[config.mk]
export PLATFORM = sky130hd
export DESIGN_NAME = sync_query_pipe_flat
export DESIGN_NICKNAME = d
export VERILOG_FILES = /design/src/rtl/sync_query_pipe_if.sv /design/src/rtl/sync_query_pipe.sv /design/src/flat_wrapper.sv
export SDC_FILE = /design/constraint.sdc
export NUM_CORES = 1
export LEC_CHECK = 0
export BUFFER_PORTS_ARGS = -buffer_cell sky130_fd_sc_hd__buf_2
export CAP_MARGIN = 5
export CELL_PAD_IN_SITES_DETAIL_PLACEMENT = 1
export CELL_PAD_IN_SITES_GLOBAL_PLACEMENT = 1
export CORE_MARGIN = 2
export CORE_UTILIZATION = 40
export CTS_BUF_LIST = sky130_fd_sc_hd__clkbuf_16
export DETAILED_ROUTE_END_ITERATION = 10
export PLACE_DENSITY = 0.72
export SETUP_SLACK_MARGIN = 0.1
export SLEW_MARGIN = 20
export SYNTH_ARGS = -nofsm -noshare
export SYNTH_HDL_FRONTEND = slang
export SYNTH_SLANG_ARGS = --single-unit
[constraint.sdc]
create_clock -name clk_25 -period 2.7 [get_ports clk_25]
set_input_delay 0.135 -clock clk_25 [delete_from_list [all_inputs] [get_ports clk_25]]
set_output_delay 0.135 -clock clk_25 [all_outputs]
set_load 0.05 [all_outputs]
[src/rtl/sync_query_pipe_if.sv]
// Bundles the capture-FIFO, homography-engine and DVI-side signals of sync_query_pipe.
// The slave modport is the controller's view; the master modport is the environment's view.
interface sync_query_pipe_if #(
    parameter int XW    = 10,
    parameter int CW    = 8,
    parameter int DEPTH = 4
);
    localparam int OW = $clog2(DEPTH + 1);

    logic [2*XW+3*CW-1:0] q;
    logic                 rdempty;
    logic                 rdclk;
    logic                 rdreq;
    logic [XW-1:0]        query_x;
    logic [XW-1:0]        query_y;
    logic                 start;
    logic [XW-1:0]        return_x;
    logic [XW-1:0]        return_y;
    logic [4:0]           r;
    logic [5:0]           g;
    logic [4:0]           b;
    logic                 ready;
    logic [XW-1:0]        sync_x;
    logic [XW-1:0]        sync_y;
    logic [4:0]           dvi_r;
    logic [5:0]           dvi_g;
    logic [4:0]           dvi_b;
    logic                 out_valid;
    logic                 err_mismatch;
    logic                 err_timeout;
    logic [OW-1:0]        outstanding;

    modport slave (
        input  q, rdempty, return_x, return_y, r, g, b, ready,
        output rdclk, rdreq, query_x, query_y, start, sync_x, sync_y,
               dvi_r, dvi_g, dvi_b, out_valid, err_mismatch, err_timeout, outstanding
    );

    modport master (
        output q, rdempty, return_x, return_y, r, g, b, ready,
        input  rdclk, rdreq, query_x, query_y, start, sync_x, sync_y,
               dvi_r, dvi_g, dvi_b, out_valid, err_mismatch, err_timeout, outstanding
    );
endinterface

[src/rtl/sync_query_pipe.sv]
// Pixel-sync controller: drains FIFO records, issues engine queries, matches responses in order.
// Optional macro SYNC_FALLBACK_EN republishes the head entry on mismatch/timeout pops.
module sync_query_pipe #(
    parameter int XW     = 10,
    parameter int CW     = 8,
    parameter int DEPTH  = 4,
    parameter int TO_CYC = 255
) (
    input  logic             clk_25,
    input  logic             rst_n,
    sync_query_pipe_if.slave bus
);
    localparam int QW  = 2*XW + 3*CW;
    localparam int PW  = $clog2(DEPTH);
    localparam int CNW = $clog2(DEPTH + 1);
    localparam int DW  = CNW + 1;
    localparam int TW  = (TO_CYC > 1) ? $clog2(TO_CYC) : 1;
    localparam logic [DW-1:0] DEPTH_L = DW'(DEPTH);
    localparam logic [TW-1:0] TO_LAST = TW'(TO_CYC - 1);

    function automatic logic [15:0] rgb565(input logic [QW-1:0] rec);
        return {rec[3*CW-1 -: 5], rec[2*CW-1 -: 6], rec[CW-1 -: 5]};
    endfunction

    logic            init_r, rdreq_r, rd_valid_r, start_r;
    logic [XW-1:0]   query_x_r, query_y_r, sync_x_r, sync_y_r;
    logic [4:0]      dvi_r_r, dvi_b_r;
    logic [5:0]      dvi_g_r;
    logic            out_valid_r, err_mismatch_r, err_timeout_r;
    logic [CNW-1:0]  count_r;
    logic [PW-1:0]   head_r, tail_r;
    logic [TW-1:0]   to_cnt_r;
    logic [XW-1:0]   mem_x_r [DEPTH];
    logic [XW-1:0]   mem_y_r [DEPTH];
`ifdef SYNC_FALLBACK_EN
    logic [15:0]     mem_rgb_r [DEPTH];
`endif

    logic [XW-1:0]   head_x_s, head_y_s, rec_x_s, rec_y_s;
    logic [DW-1:0]   demand_s;
    logic            nonempty_s, hit_s, push_s, pop_s;
    logic            match_s, miss_s, spur_s, tmo_s, fb_s, rd_ok_s;
    logic            unused_q_s;

    // The colour bits below the RGB565 truncation are intentionally dropped.
    assign unused_q_s = ^bus.q;
    assign rec_x_s    = bus.q[QW-1 -: XW];
    assign rec_y_s    = bus.q[3*CW +: XW];

    // Return/timeout arbitration and FIFO read admission
    always_comb begin
        head_x_s   = mem_x_r[head_r];
        head_y_s   = mem_y_r[head_r];
        nonempty_s = (count_r != '0);
        hit_s      = (bus.return_x == head_x_s) && (bus.return_y == head_y_s);
        push_s     = rd_valid_r;
        pop_s      = 1'b0;
        match_s    = 1'b0;
        miss_s     = 1'b0;
        spur_s     = 1'b0;
        tmo_s      = 1'b0;
        if (bus.ready) begin
            if (nonempty_s) begin
                pop_s = 1'b1;
                if (hit_s) begin
                    match_s = 1'b1;
                end else begin
                    miss_s = 1'b1;
                end
            end else begin
                spur_s = 1'b1;
            end
        end else if (nonempty_s && (to_cnt_r == TO_LAST)) begin
            pop_s = 1'b1;
            tmo_s = 1'b1;
        end else begin
            tmo_s = 1'b0;
        end
`ifdef SYNC_FALLBACK_EN
        fb_s = miss_s | tmo_s;
`else
        fb_s = 1'b0;
`endif
        // Reserve a slot for every read whose record has not been pushed yet.
        demand_s = {1'b0, count_r} + DW'(rdreq_r) + DW'(rd_valid_r);
        rd_ok_s  = init_r && !bus.rdempty && (demand_s < DEPTH_L);
    end

    // Issue path, tag queue pointers/count and registered return outputs
    always_ff @(posedge clk_25 or negedge rst_n) begin
        if (!rst_n) begin
            init_r         <= 1'b0;
            rdreq_r        <= 1'b0;
            rd_valid_r     <= 1'b0;
            start_r        <= 1'b0;
            query_x_r      <= '0;
            query_y_r      <= '0;
            sync_x_r       <= '0;
            sync_y_r       <= '0;
            dvi_r_r        <= 5'd0;
            dvi_g_r        <= 6'd0;
            dvi_b_r        <= 5'd0;
            out_valid_r    <= 1'b0;
            err_mismatch_r <= 1'b0;
            err_timeout_r  <= 1'b0;
            count_r        <= '0;
            head_r         <= '0;
            tail_r         <= '0;
            for (int i = 0; i < DEPTH; i++) begin
                mem_x_r[i] <= '0;
                mem_y_r[i] <= '0;
            end
        end else begin
            init_r         <= 1'b1;
            rdreq_r        <= rd_ok_s;
            rd_valid_r     <= rdreq_r;
            start_r        <= push_s;
            out_valid_r    <= match_s | fb_s;
            err_mismatch_r <= miss_s | spur_s;
            err_timeout_r  <= tmo_s;
            if (push_s) begin
                mem_x_r[tail_r] <= rec_x_s;
                mem_y_r[tail_r] <= rec_y_s;
                tail_r          <= tail_r + PW'(1);
                query_x_r       <= rec_x_s;
                query_y_r       <= rec_y_s;
            end
            if (pop_s) begin
                head_r <= head_r + PW'(1);
            end
            case ({push_s, pop_s})
                2'b10:   count_r <= count_r + CNW'(1);
                2'b01:   count_r <= count_r - CNW'(1);
                default: count_r <= count_r;
            endcase
            if (match_s) begin
                sync_x_r <= bus.return_x;
                sync_y_r <= bus.return_y;
                dvi_r_r  <= bus.r;
                dvi_g_r  <= bus.g;
                dvi_b_r  <= bus.b;
            end
`ifdef SYNC_FALLBACK_EN
            else if (fb_s) begin
                sync_x_r                     <= head_x_s;
                sync_y_r                     <= head_y_s;
                {dvi_r_r, dvi_g_r, dvi_b_r}  <= mem_rgb_r[head_r];
            end
`endif
        end
    end

    // Head-of-queue age counter; restarts for each new head
    always_ff @(posedge clk_25 or negedge rst_n) begin
        if (!rst_n) begin
            to_cnt_r <= '0;
        end else if (pop_s || !nonempty_s) begin
            to_cnt_r <= '0;
        end else if (!bus.ready) begin
            to_cnt_r <= to_cnt_r + TW'(1);
        end
    end

`ifdef SYNC_FALLBACK_EN
    // Colour copy of each queued record, republished when its query fails
    always_ff @(posedge clk_25 or negedge rst_n) begin
        if (!rst_n) begin
            for (int i = 0; i < DEPTH; i++) begin
                mem_rgb_r[i] <= 16'd0;
            end
        end else if (push_s) begin
            mem_rgb_r[tail_r] <= rgb565(bus.q);
        end
    end
`endif

    assign bus.rdclk        = clk_25;
    assign bus.rdreq        = rdreq_r;
    assign bus.query_x      = query_x_r;
    assign bus.query_y      = query_y_r;
    assign bus.start        = start_r;
    assign bus.sync_x       = sync_x_r;
    assign bus.sync_y       = sync_y_r;
    assign bus.dvi_r        = dvi_r_r;
    assign bus.dvi_g        = dvi_g_r;
    assign bus.dvi_b        = dvi_b_r;
    assign bus.out_valid    = out_valid_r;
    assign bus.err_mismatch = err_mismatch_r;
    assign bus.err_timeout  = err_timeout_r;
    assign bus.outstanding  = count_r;
endmodule

[src/flat_wrapper.sv]
// flat-port wrapper written by rule: the top's interface ports become plain ports
module sync_query_pipe_flat 
#(
    parameter int XW     = 10,
    parameter int CW     = 8,
    parameter int DEPTH  = 4,
    parameter int TO_CYC = 255
)
  (clk_25, rst_n, bus_q, bus_rdempty, bus_return_x, bus_return_y, bus_r, bus_g, bus_b, bus_ready, bus_rdclk, bus_rdreq, bus_query_x, bus_query_y, bus_start, bus_sync_x, bus_sync_y, bus_dvi_r, bus_dvi_g, bus_dvi_b, bus_out_valid, bus_err_mismatch, bus_err_timeout, bus_outstanding);
  sync_query_pipe_if #(.XW(XW), .CW(CW), .DEPTH(DEPTH)) bus_i ();
  input  logic clk_25;
  input  logic rst_n;
  input wire logic [$bits(bus_i.q)-1:0] bus_q;
  input wire logic [$bits(bus_i.rdempty)-1:0] bus_rdempty;
  input wire logic [$bits(bus_i.return_x)-1:0] bus_return_x;
  input wire logic [$bits(bus_i.return_y)-1:0] bus_return_y;
  input wire logic [$bits(bus_i.r)-1:0] bus_r;
  input wire logic [$bits(bus_i.g)-1:0] bus_g;
  input wire logic [$bits(bus_i.b)-1:0] bus_b;
  input wire logic [$bits(bus_i.ready)-1:0] bus_ready;
  output wire logic [$bits(bus_i.rdclk)-1:0] bus_rdclk;
  output wire logic [$bits(bus_i.rdreq)-1:0] bus_rdreq;
  output wire logic [$bits(bus_i.query_x)-1:0] bus_query_x;
  output wire logic [$bits(bus_i.query_y)-1:0] bus_query_y;
  output wire logic [$bits(bus_i.start)-1:0] bus_start;
  output wire logic [$bits(bus_i.sync_x)-1:0] bus_sync_x;
  output wire logic [$bits(bus_i.sync_y)-1:0] bus_sync_y;
  output wire logic [$bits(bus_i.dvi_r)-1:0] bus_dvi_r;
  output wire logic [$bits(bus_i.dvi_g)-1:0] bus_dvi_g;
  output wire logic [$bits(bus_i.dvi_b)-1:0] bus_dvi_b;
  output wire logic [$bits(bus_i.out_valid)-1:0] bus_out_valid;
  output wire logic [$bits(bus_i.err_mismatch)-1:0] bus_err_mismatch;
  output wire logic [$bits(bus_i.err_timeout)-1:0] bus_err_timeout;
  output wire logic [$bits(bus_i.outstanding)-1:0] bus_outstanding;
  assign bus_i.q = bus_q;
  assign bus_i.rdempty = bus_rdempty;
  assign bus_i.return_x = bus_return_x;
  assign bus_i.return_y = bus_return_y;
  assign bus_i.r = bus_r;
  assign bus_i.g = bus_g;
  assign bus_i.b = bus_b;
  assign bus_i.ready = bus_ready;
  assign bus_rdclk = bus_i.rdclk;
  assign bus_rdreq = bus_i.rdreq;
  assign bus_query_x = bus_i.query_x;
  assign bus_query_y = bus_i.query_y;
  assign bus_start = bus_i.start;
  assign bus_sync_x = bus_i.sync_x;
  assign bus_sync_y = bus_i.sync_y;
  assign bus_dvi_r = bus_i.dvi_r;
  assign bus_dvi_g = bus_i.dvi_g;
  assign bus_dvi_b = bus_i.dvi_b;
  assign bus_out_valid = bus_i.out_valid;
  assign bus_err_mismatch = bus_i.err_mismatch;
  assign bus_err_timeout = bus_i.err_timeout;
  assign bus_outstanding = bus_i.outstanding;
  sync_query_pipe #(.XW(XW), .CW(CW), .DEPTH(DEPTH), .TO_CYC(TO_CYC)) u_core (.clk_25(clk_25), .rst_n(rst_n), .bus(bus_i));
endmodule
==> impl_results.md <==
* Status: complete, but fails checks
* Failing checks: setup timing
* Top-count cell post-synth: dfrtp_1
* Die W at between 100 and 150 µm
* Largest cells by area after synthesis: dfrtp_1 (58%), mux2_2 (23%), mux4_1 (2.7%), xnor2_1 (2.3%), mux2i_1 (2.2%)
* Slew HR at 53.61%
* Main synth FF type: dfrtp_1
* Crit path cell chain: buf_6, buf_6, mux4_2, xnor2_2, nand2_1, or4_4, nor4_4, buf_6, buf_12, mux2_4
* DRC Markers at 0
* Layout Nets at 769
* Dpl ws at -0.3615 ns
* Clock transition at path regs at around 0.060 ns
* I/O pins at 149
* Post-synth top cells: dfrtp_1 (158), mux2_2 (137), xnor2_1 (18), mux2i_1 (15)
* YS warnings at 0
* Routed len/inst at 19.73 µm
* Area share of the largest cell type after synthesis at 57.73%
* P&R area growth vs syn at 37.23%
* Multiplexer share of the synthesized area at 29.38%
* FF-to-FF setup slack at -0.41 ns
* Sw frac at 35.27%
* Met3 usage at 4.692%
* Hold Path Class: in -> async
* Final setup vio count at 38
* Slew Limit Fails at 0
* Final total power at 0.01009 W
* Die area at between 0.015 and 0.02 mm²
* Global-route wire length before repair at 28080 µm
* CP arrival at 3.53 ns
* DP Cell Count at 803
* Share of cells above drive strength 1 at about half
* CP max stage delay at roughly 0.56 ns
* Layout Cells excl Fill at between 900 and 1000
* CP max FO at 7
* GR Layer Usage met1 at roughly a quarter
* CP max stage cell: or4_4
* Number of synthesized flops with an enable pin at 0
* Final setup margin at -0.4129 ns
* Min cycle time layout at between 3 and 4 ns
* Int Power at ~0.0065 W
* Detailed Routing Iterations Pass 1 at 4
* Max Freq at between 300 and 400 MHz
* Startpoint Class: flop
* Clock share of power at 25.0%
* Via count at 4635
* Worst slew pin tran at 0.6959 ns
* Simple-gate portion of the synthesized area at 3.252%
* Routed vias/inst at 5.099
* Worst skew pair latency at 0.54 ns
* Pwr dens at 1074 mW/mm²
* Syn Inst Count at 454
* Cells on worst reg2reg path at 10
* Routed Antenna Nets at 0
* Worst Path Required at 3.12 ns
* Seq cells post-synth at 158
* Die Y at approximately 130 µm
* Syn Area/Cell at approximately 15 µm²
* Most frequent CP cell: buf_6
* CTS tree: yes
* GR Overflow Total at 0
* Crit Path Class: reg -> reg
* Sequential-to-total area share from yosys stat at 57.73%
* Largest net degree at the start of global routing at 75
* Vias in the first global route at roughly 5200
* Ant diodes at 0
* Initial Util at 41.15%
* Seq pwr share at 36.8%
* Final hold violations at 0
* Leakage dissipation at around 4.4 nW
* Met2 usage at 36.69%
* Async SR Flop Fraction at 100.0%
* Detailed placer's ending HPWL at 11050 µm
* Synthesized Nets at 547
* Fin crit share at 115.3%
* Main combinational cell family by area after synthesis: multiplexers
* Max Cap Violations at 0
* Initial antenna violation count at 0
* Comb power frac at 38.3%
* Reg2reg end: u_core.bus.dvi_g[3]
* Mapped cell area at 0.006849 mm²
* Rows at 47
* Yosys top cell by area: dfrtp_1
* Peak supply drop at 0.0007264 V
* Clock Skew at between 0.009 and 0.01 ns
* RSZ-0062 raised after global routing: yes
* Reg2Reg Launch Point: u_core.head_r[0]
* Port bufs at 124
* Compound-Gate Fraction of Synth Area at about 1.6%
* P_sw at 0.003559 W
* WL final at ~18000 µm
* Synth Area in XOR/XNOR at 3.964%
* Crit end category: flop
* GRT Util Overall at 20.77%
* Yosys cell types at 38
* Top Usage Layer GRT: met2
* Core box area at 0.01664 mm²
* Synth Area in Adders at 1.754%
* RD Place Congestion at 0.8322
* DR iter-0 viols at ~160
==> critical path: cells and delay by family, from the launching register on <==
kind / cells / cell delay [ns]
xor+xnor: 1 / 0.19
buf+inv: 4 / 0.57
flops: 1 / 0.40
mux: 2 / 0.83
simple gates: 3 / 0.99
==> power groups by stage <==
stage	Combinational, W	Clock (W)	Sequential [W]
CTS	0.00384	0.00258	0.00370
global route	0.00415	0.00268	0.00382
detailed placement	0.00364	0.0000707	0.00373
finish	0.00386	0.00252	0.00371
floorplan	0.00207	0.0000798	0.00421
global placement	0.00353	0.0000707	0.00364
==> flip-flops by register name, summed over array words and instances, names as in the netlist <==
signal / cells
u_core.init_r: 1
u_core.push_s: 1
u_core.tail_r: 2
u_core.mem_x_r: 40
u_core.bus.dvi_g: 6
u_core.bus.err_timeout: 1
u_core.mem_y_r: 40
u_core.bus.dvi_b: 5
u_core.bus.outstanding: 3
u_core.bus.start: 1
u_core.bus.err_mismatch: 1
u_core.head_r: 2
u_core.bus.out_valid: 1
u_core.bus.dvi_r: 5
u_core.bus.query_x: 10
u_core.bus.rdreq: 1
u_core.bus.sync_y: 10
u_core.bus.sync_x: 10
u_core.to_cnt_r: 8
u_core.bus.query_y: 10
==> worst max-delay path by stage <==
stage                                start                   end  slack, ns  depth (start not counted)
after global routing      u_core.head_r[0]   u_core.bus.dvi_g[3]      -0.51                         10
after CTS                 u_core.head_r[0]  u_core.bus.sync_y[7]      -0.31                          9
after detailed placement  u_core.head_r[0]   u_core.bus.dvi_g[3]      -0.36                          8
final                     u_core.head_r[0]   u_core.bus.dvi_g[3]      -0.41                         10
after floorplan           u_core.head_r[0]   u_core.bus.dvi_r[0]      -0.14                          8
after global placement    u_core.head_r[0]   u_core.bus.dvi_r[3]      -0.30                          8
==> layout by cell type, fill, tap and decap left out, types with 7 or more instances in the layout <==
master / netlist / routed
dfrtp_1: 158 / 157
buf_2: 3 / 123
mux2_2: 137 / 101
dlygate4sd3_1: 0 / 59
mux2_4: 0 / 36
buf_4: 2 / 23
clkbuf_16: 0 / 21
mux2i_1: 15 / 15
xnor2_1: 18 / 15
nor2_1: 13 / 13
xor2_1: 13 / 13
nand2_1: 11 / 11
inv_1: 9 / 10
mux4_2: 6 / 10
ha_1: 8 / 8
buf_6: 4 / 8
nand3_1: 7 / 7
==> cell families (layout without fill, tap and decap cells) <==
kind of cell             after synthesis  in the layout
AO/OA/AOI/OAI                         17             17
buffers and inverters                 30            265
XOR/XNOR                              31             31
multiplexers                         165            165
flip-flops                           158            158
other                                  1              1
adder cells (fa/ha/maj)                9              9
AND/OR/NAND/NOR                       43             43
==> routing by layer <==
layer / routed length [µm] / vias up
met1: 7479 / 2417
met5: 0 / -
met4: 266 / 0
met3: 768 / 19
li1: - / 2078
met2: 9417 / 121
==> cell type report <==
cell class,count,area (µm²)
Clock buffer,21,505.5
Clock inverter,15,122.6
Fill cell,1638,7243
Inverter,10,37.54
Multi-Input combinational cell,266,2884
Sequential cell,158,3955
Tap cell,220,275.3
Timing Repair Buffer,219,1619
==> stage by stage <==
stage	setup TNS [ns]	hold WS [ns]	area, µm²	util (%)
global route	-17.95	0.2409	9399	56.48
detailed placement	-12.12	0.2033	7860	47.23
floorplan	-4.118	-0.1606	6854	-
global placement	-10.38	0.2012	7860	47.23
finish	-14.04	0.1729	9399	56.48
CTS	-10.37	0.2050	9280	55.76
==> repair_timing <==
item / 4_1_cts / 5_1_grt
endpoints found under the setup margin: 38 / 38
cloned: 2 / 1
hold buffers: 59 / 0
resized for setup: 40 / 15
pin swaps: 5 / 5
buffers inserted: 5 / 5
endpoints found under the hold margin: 211 / 0
No activity file was read; power rests on OpenSTA's default activity.
